$ cat config.mk
export PLATFORM = sky130hd
export DESIGN_NAME = ro_puf_challenge_sequencer
export DESIGN_NICKNAME = d
export VERILOG_FILES = /design/src/rtl/ro_puf_challenge_sequencer.sv
export SDC_FILE = /design/constraint.sdc
export NUM_CORES = 1
export LEC_CHECK = 0
export ABC_AREA = 0
export BUFFER_PORTS_ARGS = -buffer_cell sky130_fd_sc_hd__buf_2
export CAP_MARGIN = 25
export CORE_ASPECT_RATIO = 1.75
export CORE_MARGIN = 4
export CORE_UTILIZATION = 51
export DETAILED_ROUTE_END_ITERATION = 8
export GPL_TIMING_DRIVEN = 0
export PLACE_DENSITY = 0.8
export SLEW_MARGIN = 10
export SYNTH_ARGS = -nofsm -noshare
export SYNTH_HDL_FRONTEND = slang
export SYNTH_SLANG_ARGS = --single-unit
export TNS_END_PERCENT = 20
$ cat constraint.sdc
create_clock -name CLK -period 1.9 [get_ports CLK]
set_clock_uncertainty 0.1 [all_clocks]
set_input_delay 0.095 -clock CLK [delete_from_list [all_inputs] [get_ports CLK]]
set_output_delay 0.095 -clock CLK [all_outputs]
set_load 0.03 [all_outputs]
$ cat src/rtl/ro_puf_challenge_sequencer.sv
// ro_puf_challenge_sequencer: steps an RO PUF majority-vote controller through NUM_CHALLENGES challenges, one response bit each
// Ports:
//   CLK, RST_N                      clock (rising edge), asynchronous active-low reset
//   START, ABORT                    host run request / cancel (ABORT wins)
//   PUF_Finished, PUF_Response      controller done flag and majority bit (registered at source)
//   PUF_busy                        controller busy; holds off the next launch
//   PUF_EN_master, Challenge        controller master enable and challenge select
//   Response_word, Response_valid   collected bits (bit i = challenge i), sticky completion flag
//   Busy, Timeout_err               run in progress, sticky timeout of the last run
module ro_puf_challenge_sequencer #(
  parameter int NUM_CHALLENGES = 16,
  parameter int CHAL_W = 4,
  parameter int TIMEOUT_CYCLES = 1024,
  parameter int GAP_CYCLES = 4
) (
  input  logic                      CLK,
  input  logic                      RST_N,
  input  logic                      START,
  input  logic                      ABORT,
  input  logic                      PUF_Finished,
  input  logic                      PUF_Response,
  input  logic                      PUF_busy,
  output logic                      PUF_EN_master,
  output logic [CHAL_W-1:0]         Challenge,
  output logic [NUM_CHALLENGES-1:0] Response_word,
  output logic                      Response_valid,
  output logic                      Busy,
  output logic                      Timeout_err
);
  localparam int TW = $clog2(TIMEOUT_CYCLES);
  localparam int GW = $clog2(GAP_CYCLES);
  localparam logic [TW-1:0] T_LAST = TW'(TIMEOUT_CYCLES - 1);
  localparam logic [GW-1:0] G_LAST = GW'(GAP_CYCLES - 1);
  localparam logic [CHAL_W-1:0] C_LAST = CHAL_W'(NUM_CHALLENGES - 1);
  typedef enum logic [2:0] {IDLE, GAP, LAUNCH, WAIT_DONE, CAPTURE, DONE} state_t;
  state_t state;
  logic [TW-1:0] timer;
  logic [GW-1:0] gap_cnt;
  always_ff @(posedge CLK or negedge RST_N)
    if (!RST_N) begin
      state <= IDLE;
      timer <= '0;
      gap_cnt <= '0;
      PUF_EN_master <= 1'b0;
      Challenge <= '0;
      Response_word <= '0;
      Response_valid <= 1'b0;
      Busy <= 1'b0;
      Timeout_err <= 1'b0;
    end else if (ABORT) begin
      state <= IDLE;
      PUF_EN_master <= 1'b0;
      Busy <= 1'b0;
      Response_valid <= 1'b0;
    end else
      case (state)
        IDLE:
          if (START) begin
            Response_word <= '0;
            Response_valid <= 1'b0;
            Timeout_err <= 1'b0;
            Challenge <= '0;
            gap_cnt <= '0;
            Busy <= 1'b1;
            state <= GAP;
          end
        GAP: begin
          // counter saturates at its exit threshold so a long PUF_busy stall cannot wrap it
          if (gap_cnt < G_LAST) gap_cnt <= gap_cnt + 1'b1;
          if (gap_cnt >= G_LAST && !PUF_busy && !PUF_Finished) state <= LAUNCH;
        end
        LAUNCH: begin
          PUF_EN_master <= 1'b1;
          timer <= '0;
          state <= WAIT_DONE;
        end
        WAIT_DONE:
          // Finished is tested first so it wins over a coincident expiry
          if (PUF_Finished) state <= CAPTURE;
          else if (timer == T_LAST) begin
            Timeout_err <= 1'b1;
            PUF_EN_master <= 1'b0;
            Busy <= 1'b0;
            state <= IDLE;
          end else timer <= timer + 1'b1;
        CAPTURE: begin
          // one cycle after Finished, so the response register at the source has settled
          Response_word[Challenge] <= PUF_Response;
          PUF_EN_master <= 1'b0;
          if (Challenge == C_LAST) state <= DONE;
          else begin
            Challenge <= Challenge + 1'b1;
            gap_cnt <= '0;
            state <= GAP;
          end
        end
        DONE: begin
          Response_valid <= 1'b1;
          Busy <= 1'b0;
          state <= IDLE;
        end
        default: state <= IDLE;
      endcase
endmodule

# After elaboration in Yosys (flattened, before gate mapping)
# Index checks and enable logic that the tools add are counted.
dict set report word_totals {
  reg_bits 39
  latch_bits 0
  mem_bits_rw 0
  rom_bits 0
  inputBits 7
  out_inout_bits 24
  mem_count 0
}
dict set report classes {
  add_sub_neg 3
  n_mul 0
  n_div 0
  n_lt_le_gt_ge 4
  n_eq_ne 18
  shift 0
  muxes 35
  bitwise 1
  reduce_logical 22
}
# op n
set ops {}
lappend ops {{16-bit case mux with 2 select lines} 1}
lappend ops {{10-bit 2-to-1 mux} 2}
lappend ops {{10-bit case mux with 2 select lines} 1}
lappend ops {{3-bit 2-to-1 mux} 6}
lappend ops {{16-bit bitwise mux} 1}
lappend ops {{16-bit 2-to-1 mux} 1}
lappend ops {{3-bit case mux with 5 select lines} 1}
lappend ops {{2-bit inequality test (second input constant)} 6}
lappend ops {{3-bit inequality test (second input constant)} 4}
lappend ops {{4-bit AND reduction} 3}
lappend ops {{10-bit by 1-bit adder with 10-bit output (second input constant)} 1}
lappend ops {{10-bit equality test (second input constant)} 1}
lappend ops {{1-bit 2-to-1 mux} 10}
lappend ops {{5-bit AND reduction} 2}
lappend ops {{3-bit AND reduction} 3}
lappend ops {{4-bit 2-to-1 mux} 2}
lappend ops {{4-bit case mux with 2 select lines} 1}
lappend ops {{4-bit nonzero test} 2}
lappend ops {{3-bit by 2-bit equality test with 1-bit output (second input constant)} 2}
lappend ops {{3-bit equality test (second input constant)} 2}
lappend ops {{2-bit 2-to-1 mux} 3}
lappend ops {{1-bit case mux with 3 select lines} 2}
lappend ops {{2-bit case mux with 3 select lines} 1}
lappend ops {{2-bit nonzero test} 3}
lappend ops {{17 further kinds} 22}

# Longest topological paths before layout
# Gate-level depths: netlist (run 1).
dict set report logic_depth {
  ltp_word 6
  depth_mapped 7
}

# Worst setup path after synthesis (run 1)
# No wires, ideal clock.
dict set report synth_path {
  path_kind {reg2reg}
  startpoint {register Challenge[0]}
  endpoint {register gap_cnt[0]}
  t_arrival_ns 1.642
  required_time_ns 1.675
  path_slack_ns 0.033
  stages_incl_launch_ff 7
  n_path_buf 1
  cell_sequence {dfrtp_1 > ha_1 > clkbuf_1 > and4_1 > nor3_1 > o21ai_0 > mux2_2}
}
dict set report synth_via {
  elab_chain_len 3
}
# item line_no
set synth_rtl {}
lappend synth_rtl {{from (decl)} 24} ;# output logic [CHAL_W-1:0] Challenge,
lappend synth_rtl {{from (signal assigned)} 92} ;# Challenge <= Challenge + 1'b1;
lappend synth_rtl {{4-bit equality test} 90} ;# if (Challenge == C_LAST) state <= DONE;
lappend synth_rtl {{2-bit inequality test (no source line)} -}
lappend synth_rtl {{5-bit AND reduction (no source line)} -}
lappend synth_rtl {{to (signal assigned)} 69} ;# if (gap_cnt < G_LAST) gap_cnt <= gap_cnt + 1'b1;
lappend synth_rtl {{to (decl)} 38} ;# logic [GW-1:0] gap_cnt;
# No other way between the ends.
# A chain may end at the register's enable or synchronous reset.

# Worst setup path after layout (run 1)
dict set report layout_path {
  startpoint {register timer[1]}
  endpoint {register Busy}
}
dict set report layout_via {
  elab_chain_len 3
}
# item line_no
set layout_rtl {}
lappend layout_rtl {{from (decl)} 37} ;# logic [TW-1:0] timer;
lappend layout_rtl {{from (signal assigned)} 85} ;# end else timer <= timer + 1'b1;
lappend layout_rtl {{10-bit equality test} 80} ;# else if (timer == T_LAST) begin
lappend layout_rtl {{3-bit inequality test (no source line)} -}
lappend layout_rtl {{4-bit AND reduction (no source line)} -}
lappend layout_rtl {{to (signal assigned)} 64} ;# Busy <= 1'b1;
lappend layout_rtl {{to (signal assigned)} 83} ;# Busy <= 1'b0;
lappend layout_rtl {{to (signal assigned)} 99} ;# Busy <= 1'b0;
lappend layout_rtl {{to (decl)} 27} ;# output logic Busy,
# No other way between the ends.

==> results of run 1 <==
## cells in the mapped netlist (all sizes together)
library cell,instances
nand4,3
a22oi,1
nand3b,1
nor2b,5
a22o,6
a21oi,21
nand2b,2
nor4bb,2
nor3,4
a31oi,5
o311ai,1
and4,2
or2,1
mux2,1
a2bb2oi,1
a21bo,11
o21ai,29
or4,2
nand2,16
a211oi,2
mux2i,2
o21a,1
inv,7
or3,4
a21o,2
ha,6
xor2,1
nand3,12
nor4,3
nand4b,1
and3,5
o31ai,2
clkbuf,9
dfrtp,39
nor2,16
o211ai,2
buf,7
a32o,1
o21bai,1
nor3b,3
a32oi,1
o22ai,1
or3b,1
## power breakdown
group | internal (mW) | leakage (nW) | switching [mW] | total (mW)
logic | 0.167 | 0.697 | 0.260 | 0.427
clock network | 0.285 | 0.0470 | 0.296 | 0.581
registers | 0.899 | 0.529 | 0.0810 | 0.980
## layout make-up
cell class,instances,area (um^2)
buffer,16,77.6
sequential,39,980
tap,49,61.3
multi-input combinational,181,1210
fill,363,1580
timing repair buffer,32,168
clock inverter,1,5.00
inverter,7,26.3
clock buffer,6,82.6
## kinds of logic after synthesis
group / after synthesis / synth area share [%]
compound gates: 88 / 25.8
simple gates: 83 / 21.0
flops: 39 / 43.9
buf+inv: 23 / 4.16
fa+ha+maj: 6 / 3.37
mux: 3 / 1.41
xor+xnor: 1 / 0.394
## metal layers
metal / vias up / share of wire, % / GRT usage, %
met1: 1005 / 38 / 24.1
met4: 0 / 4.6 / 12.8
met5: - / 0 / 0
met2: 97 / 52 / 37.7
met3: 24 / 5.9 / 4.20
li1: 967 / - / -
## worst reg2reg max path: stages, from the launching register on
cell and delay [ns]:
dfrtp_1 0.41, ha_1 0.21, nand3_1 0.17, or3_1 0.40
clkbuf_1 0.19, o211ai_1 0.19, a31oi_1 0.11
## stage by stage
step | power (mW) | TNS [ns] | hold slack, ns | setup WS [ns] | util (%)
CTS | 1.97 | -0.0457 | 0.00397 | -0.0206 | 61.2
detailed placement | 1.39 | -1.01 | 0.163 | -0.161 | 58.2
global route | 2.08 | -0.413 | 0.0327 | -0.0899 | 62.4
floorplan | 1.27 | 0 | -0.301 | 0.0330 | -
finish | 1.99 | -0.00337 | 0.0149 | -0.00337 | 62.4
global placement | 1.38 | -0.712 | 0.164 | -0.145 | 58.2
## worst max-delay path by stage
stage	startpoint	end	slack [ns]	depth (start not counted)
2_1_floorplan	Challenge[0]	gap_cnt[0]	0.03	6
3_3_place_gp	timer[0]	timer[5]	-0.15	5
6_report	timer[1]	Busy	-0.003	6
3_5_place_dp	timer[1]	timer[5]	-0.16	5
5_1_grt	timer[0]	Busy	-0.09	6
4_1_cts	state[0]	Response_word[0]	-0.02	5
## registers in the layout, summed over array words and instances (netlist names)
register and cells:
Busy 1, Challenge 4, PUF_EN_master 1, Response_valid 1
Response_word 16, Timeout_err 1, gap_cnt 2, state 3
timer 10
## repair_timing
action,4_1_cts,5_1_grt
setup endpoints to repair,20,27
endpoints found under the hold margin,39,0
hold buffers,1,0
resized for setup,7,15
buffers inserted,0,1
pin swaps,0,3
==> qor.txt, run 1 <==
Synth cell types = 48
Syn-to-layout area delta = 17.5%
Max Root-Sink Buffers = 2
CP required = 1.96 ns
Reg2Reg Depth = 6
FF-to-FF End = Busy
CORE AREA = 4190 um^2
Max frequency = 525 MHz
Rel. slew slack = 42.3%
Commonest non-fill, non-tap cell in the layout = dfrtp_1
Min-delay worst type = input port to register
Initial Utilization = 53.1%
Maxcap violations = 0
Vias after detailed routing = 2093
Post-synthesis sequential area ratio = 43.9%
Critical path class = register to register
Final worst path period need = 1.90 ns
Commonest cells after routing, fill and taps aside = dfrtp_1 (36), buf_2 (35), o21ai_1 (22), a21oi_1 (20), nand2_1 (16)
Max Slew Vio Count = 0
Maximum level of the CTS H-tree = 2
Antenna cell count = 0
Fraction of layout cells with a size suffix above 1 = 22.0%
Crit path launch type = register
Max incr delay on CP = 0.41 ns
Hold path startpoint = PUF_Finished
PD cells = 761 nW/um^2
Largest net degree at the start of global routing = 40
Vias in the first global route = 2032
Largest fanout on the critical path = 7
Vert. Die Dim = 95.4 um
Routability cong. = 0.897
VDD IR max = 0.000565 V
Hold Path Stages = 3
Routed len/inst = 17.1 um
Global route overflow = 0
Wirelength, routed = 5680 um
Cell Count, Final, Fillers Out = 331
Dominant cells by area after synthesis = dfrtp_1 (44%), a21oi_1 (4.7%), o21ai_1 (4.7%)
Hpwl dp = 4040 um
Register-to-register setup slack = -0.003 ns
Critical Path AT = 1.96 ns
Worst-path cell chain = ha_1 > nand3_1 > or3_1 > clkbuf_1 > o211ai_1 > a31oi_1
TritonRoute pass-1 iters = 4
ANT nets after route = 0
Aggregate global-route resource usage = 21.7%
CTS sink cnt = 39
Endpoint, Worst Hold = PUF_EN_master
Initial drt markers = 105
FP Rows = 31
Global-route wire length before repair = 9330 um
Final-report hold violation count = 0
Detailed-route vias per instance = 6.32
Top delay family on crit path = simple AND/OR/NAND/NOR gates
Final setup viols = 1
Post-synthesis register bit count = 39
Syn. warnings = 0
Initial antenna violation count = 0
Status = finished, violations left
Top Ports = 31
Lkg Pwr = 1.27 nW
Share of the synthesized area in the top cell type = 43.9%
Number of port buffers = 30
Unrepaired setup endpoints after global routing = true
Failing checks = negative setup slack
CP endpoint kind = register
Worst path bufs/invs = 1
Fin crit share = 100%
CTS clock-pin slew for the worst setup and hold paths = 0.08 ns
Worst-skew pair later-pin latency = 0.29 ns
DP Cell Count = 322
Placed Area = 2440 um^2
Root Buffer = clkbuf_8
CTS tree = built
DR DRC count = 0
PnR worst setup slack = -0.00337 ns
Die width = 57.9 um
Synth Instances = 243
Area leader, netlist = dfrtp_1
Mapped Area = 2220 um^2
Die footprint = 5520 um^2
Avg Synthesized Cell Area = 9.15 um^2
Critical R2R Launch = timer[1]
Slew @ Worst Pin = 0.866 ns
Finished Cell Area = 2610 um^2
Slowest-stage cell, CP = dfrtp_1
Syn_nets = 256
Total Nets Final = 295
Num CTS Buffers = 5
No activity file was read; power rests on OpenSTA's default activity.
==> inputs of run 2 (changes only) <==
Settings changed: CORE_UTILIZATION 51 to 60, PLACE_DENSITY 0.8 to 0.88.
Clock period 1.9 ns to 2.5 ns, I/O delays scaled along.
==> qor.txt, run 2 (synthesis results as in run 1) <==
CP endpoint kind = register
Fin crit share = 83.8%
Vert. Die Dim = 88.6 um
DR DRC count = 0
Initial antenna violation count = 0
Global route overflow = 0
Regs by FF count = Response_word x16, timer x10, Challenge x4
Slowest-stage cell, CP = nor4_2
Die width = 54.0 um
Number of port buffers = 30
Fin Setup TNS = 0 ns
Vias in the first global route = 2048
Status = complete, no violations
Max Root-Sink Buffers = 2
Placed Area = 2430 um^2
PD cells = 599 nW/um^2
Total Nets Final = 294
Root Buffer = clkbuf_8
CTS clock-pin slew for the worst setup and hold paths = 0.07 ns
Finished Cell Area = 2540 um^2
Max frequency = 478 MHz
Aggregate global-route resource usage = 25.8%
VDD IR max = 0.000465 V
Unrepaired setup endpoints after global routing = false
Wirelength, routed = 5510 um
Final-report hold violation count = 0
Initial Utilization = 61.9%
CP required = 2.56 ns
Die footprint = 4780 um^2
Num CTS Buffers = 5
Maxcap violations = 0
Hold Slack = 0.0569 ns
Hpwl dp = 4050 um
Register-to-register setup slack = 0.41 ns
Max Slew Vio Count = 0
Crit path launch type = register
Top delay family on crit path = simple AND/OR/NAND/NOR gates
Critical path class = register to register
TritonRoute pass-1 iters = 4
Worst-path cell chain = ha_1 > nand3_1 > nor4_2 > or2_1 > o311ai_1
CTS sink cnt = 39
Fraction of layout cells with a size suffix above 1 = 18.1%
Top Ports = 31
FP Rows = 29
Total Power = 1.52 mW
Commonest cells after routing, fill and taps aside = dfrtp_1 (39), buf_2 (35), a21oi_1 (21), o21ai_1 (21)
Post-CTS setup buffer count = 0
Worst path bufs/invs = 0
Global-route wire length before repair = 9040 um
CORE AREA = 3590 um^2
Final setup viols = 0
Lkg Pwr = 1.25 nW
Min-delay worst type = input port to register
Worst-skew pair later-pin latency = 0.29 ns
Max FFs per register = 16
Antenna cell count = 0
Slew @ Worst Pin = 0.867 ns
Syn-to-layout area delta = 14.3%
CTS resizes = 0
Routed len/inst = 16.8 um
Largest fanout on the critical path = 9
Initial drt markers = 110
Vias after detailed routing = 2067
Rel. slew slack = 42.2%
Hold buffers post-CTS = 1
Largest net degree at the start of global routing = 40
Top reg by flops = Response_word
Critical Path AT = 2.16 ns
Maximum level of the CTS H-tree = 2
Routability cong. = 0.886
Detailed-route vias per instance = 6.30
ANT nets after route = 0
Commonest non-fill, non-tap cell in the layout = dfrtp_1
Final worst path period need = 2.09 ns
Max incr delay on CP = 0.77 ns
CTS tree = built
run 2: cell types whose count changed in the layout (fill, tap and decap cells not counted), moves of 2 or more:
cell,previous run,this run
dfrtp_1,36,39
buf_4,2,0
dfrtp_2,3,0
nor4_2,0,3
clkbuf_1,7,10
nor4_4,3,0
run 2: cell type report:
type	instances	area, um^2
Clock buffer	8	100
Timing Repair Buffer	31	160
Multi-Input combinational cell	181	1160
Buffer	16	66.3
Inverter	7	26.3
Tap cell	46	57.6
Sequential cell	39	976
Fill cell	275	1050
run 2: worst paths after layout:
check                                    endpoint  depth (start not counted)          from
worst max-delay path                     timer[5]                          5      timer[0]
worst min-delay path                PUF_EN_master                          3  PUF_Finished
worst max register to register           timer[5]                          5      timer[0]
worst min register to register        Timeout_err                          2   Timeout_err
max in group asynchronous       Response_word[13]                          2         RST_N
min in group asynchronous                timer[4]                          2         RST_N
run 2: per-layer routing:
layer	up-vias	wire, um	track usage, %
li1	969	-	-
met3	17	254	4.89
met2	75	3070	46.7
met5	-	0	0
met4	0	176	14.7
met1	1006	2010	26.4
run 2: through the flow:
stage	util (%)	cells	worst slack, ns
finish	70.8	328	0.406
global route	70.8	328	0.216
CTS	70.8	328	0.406
detailed placement	67.7	319	0.410
global placement	67.7	319	0.473
floorplan	-	243	0.633
run 2: report_power, final:
group	switching [mW]	internal [mW]
clock	0.211	0.252
sequential	0.0602	0.684
combinational	0.194	0.123
total	0.465	1.06
run 2: worst min-delay path, cell delays in order:
cell,delay (ns)
buf_2,0.16
inv_1,0.06
a211oi_1,0.06
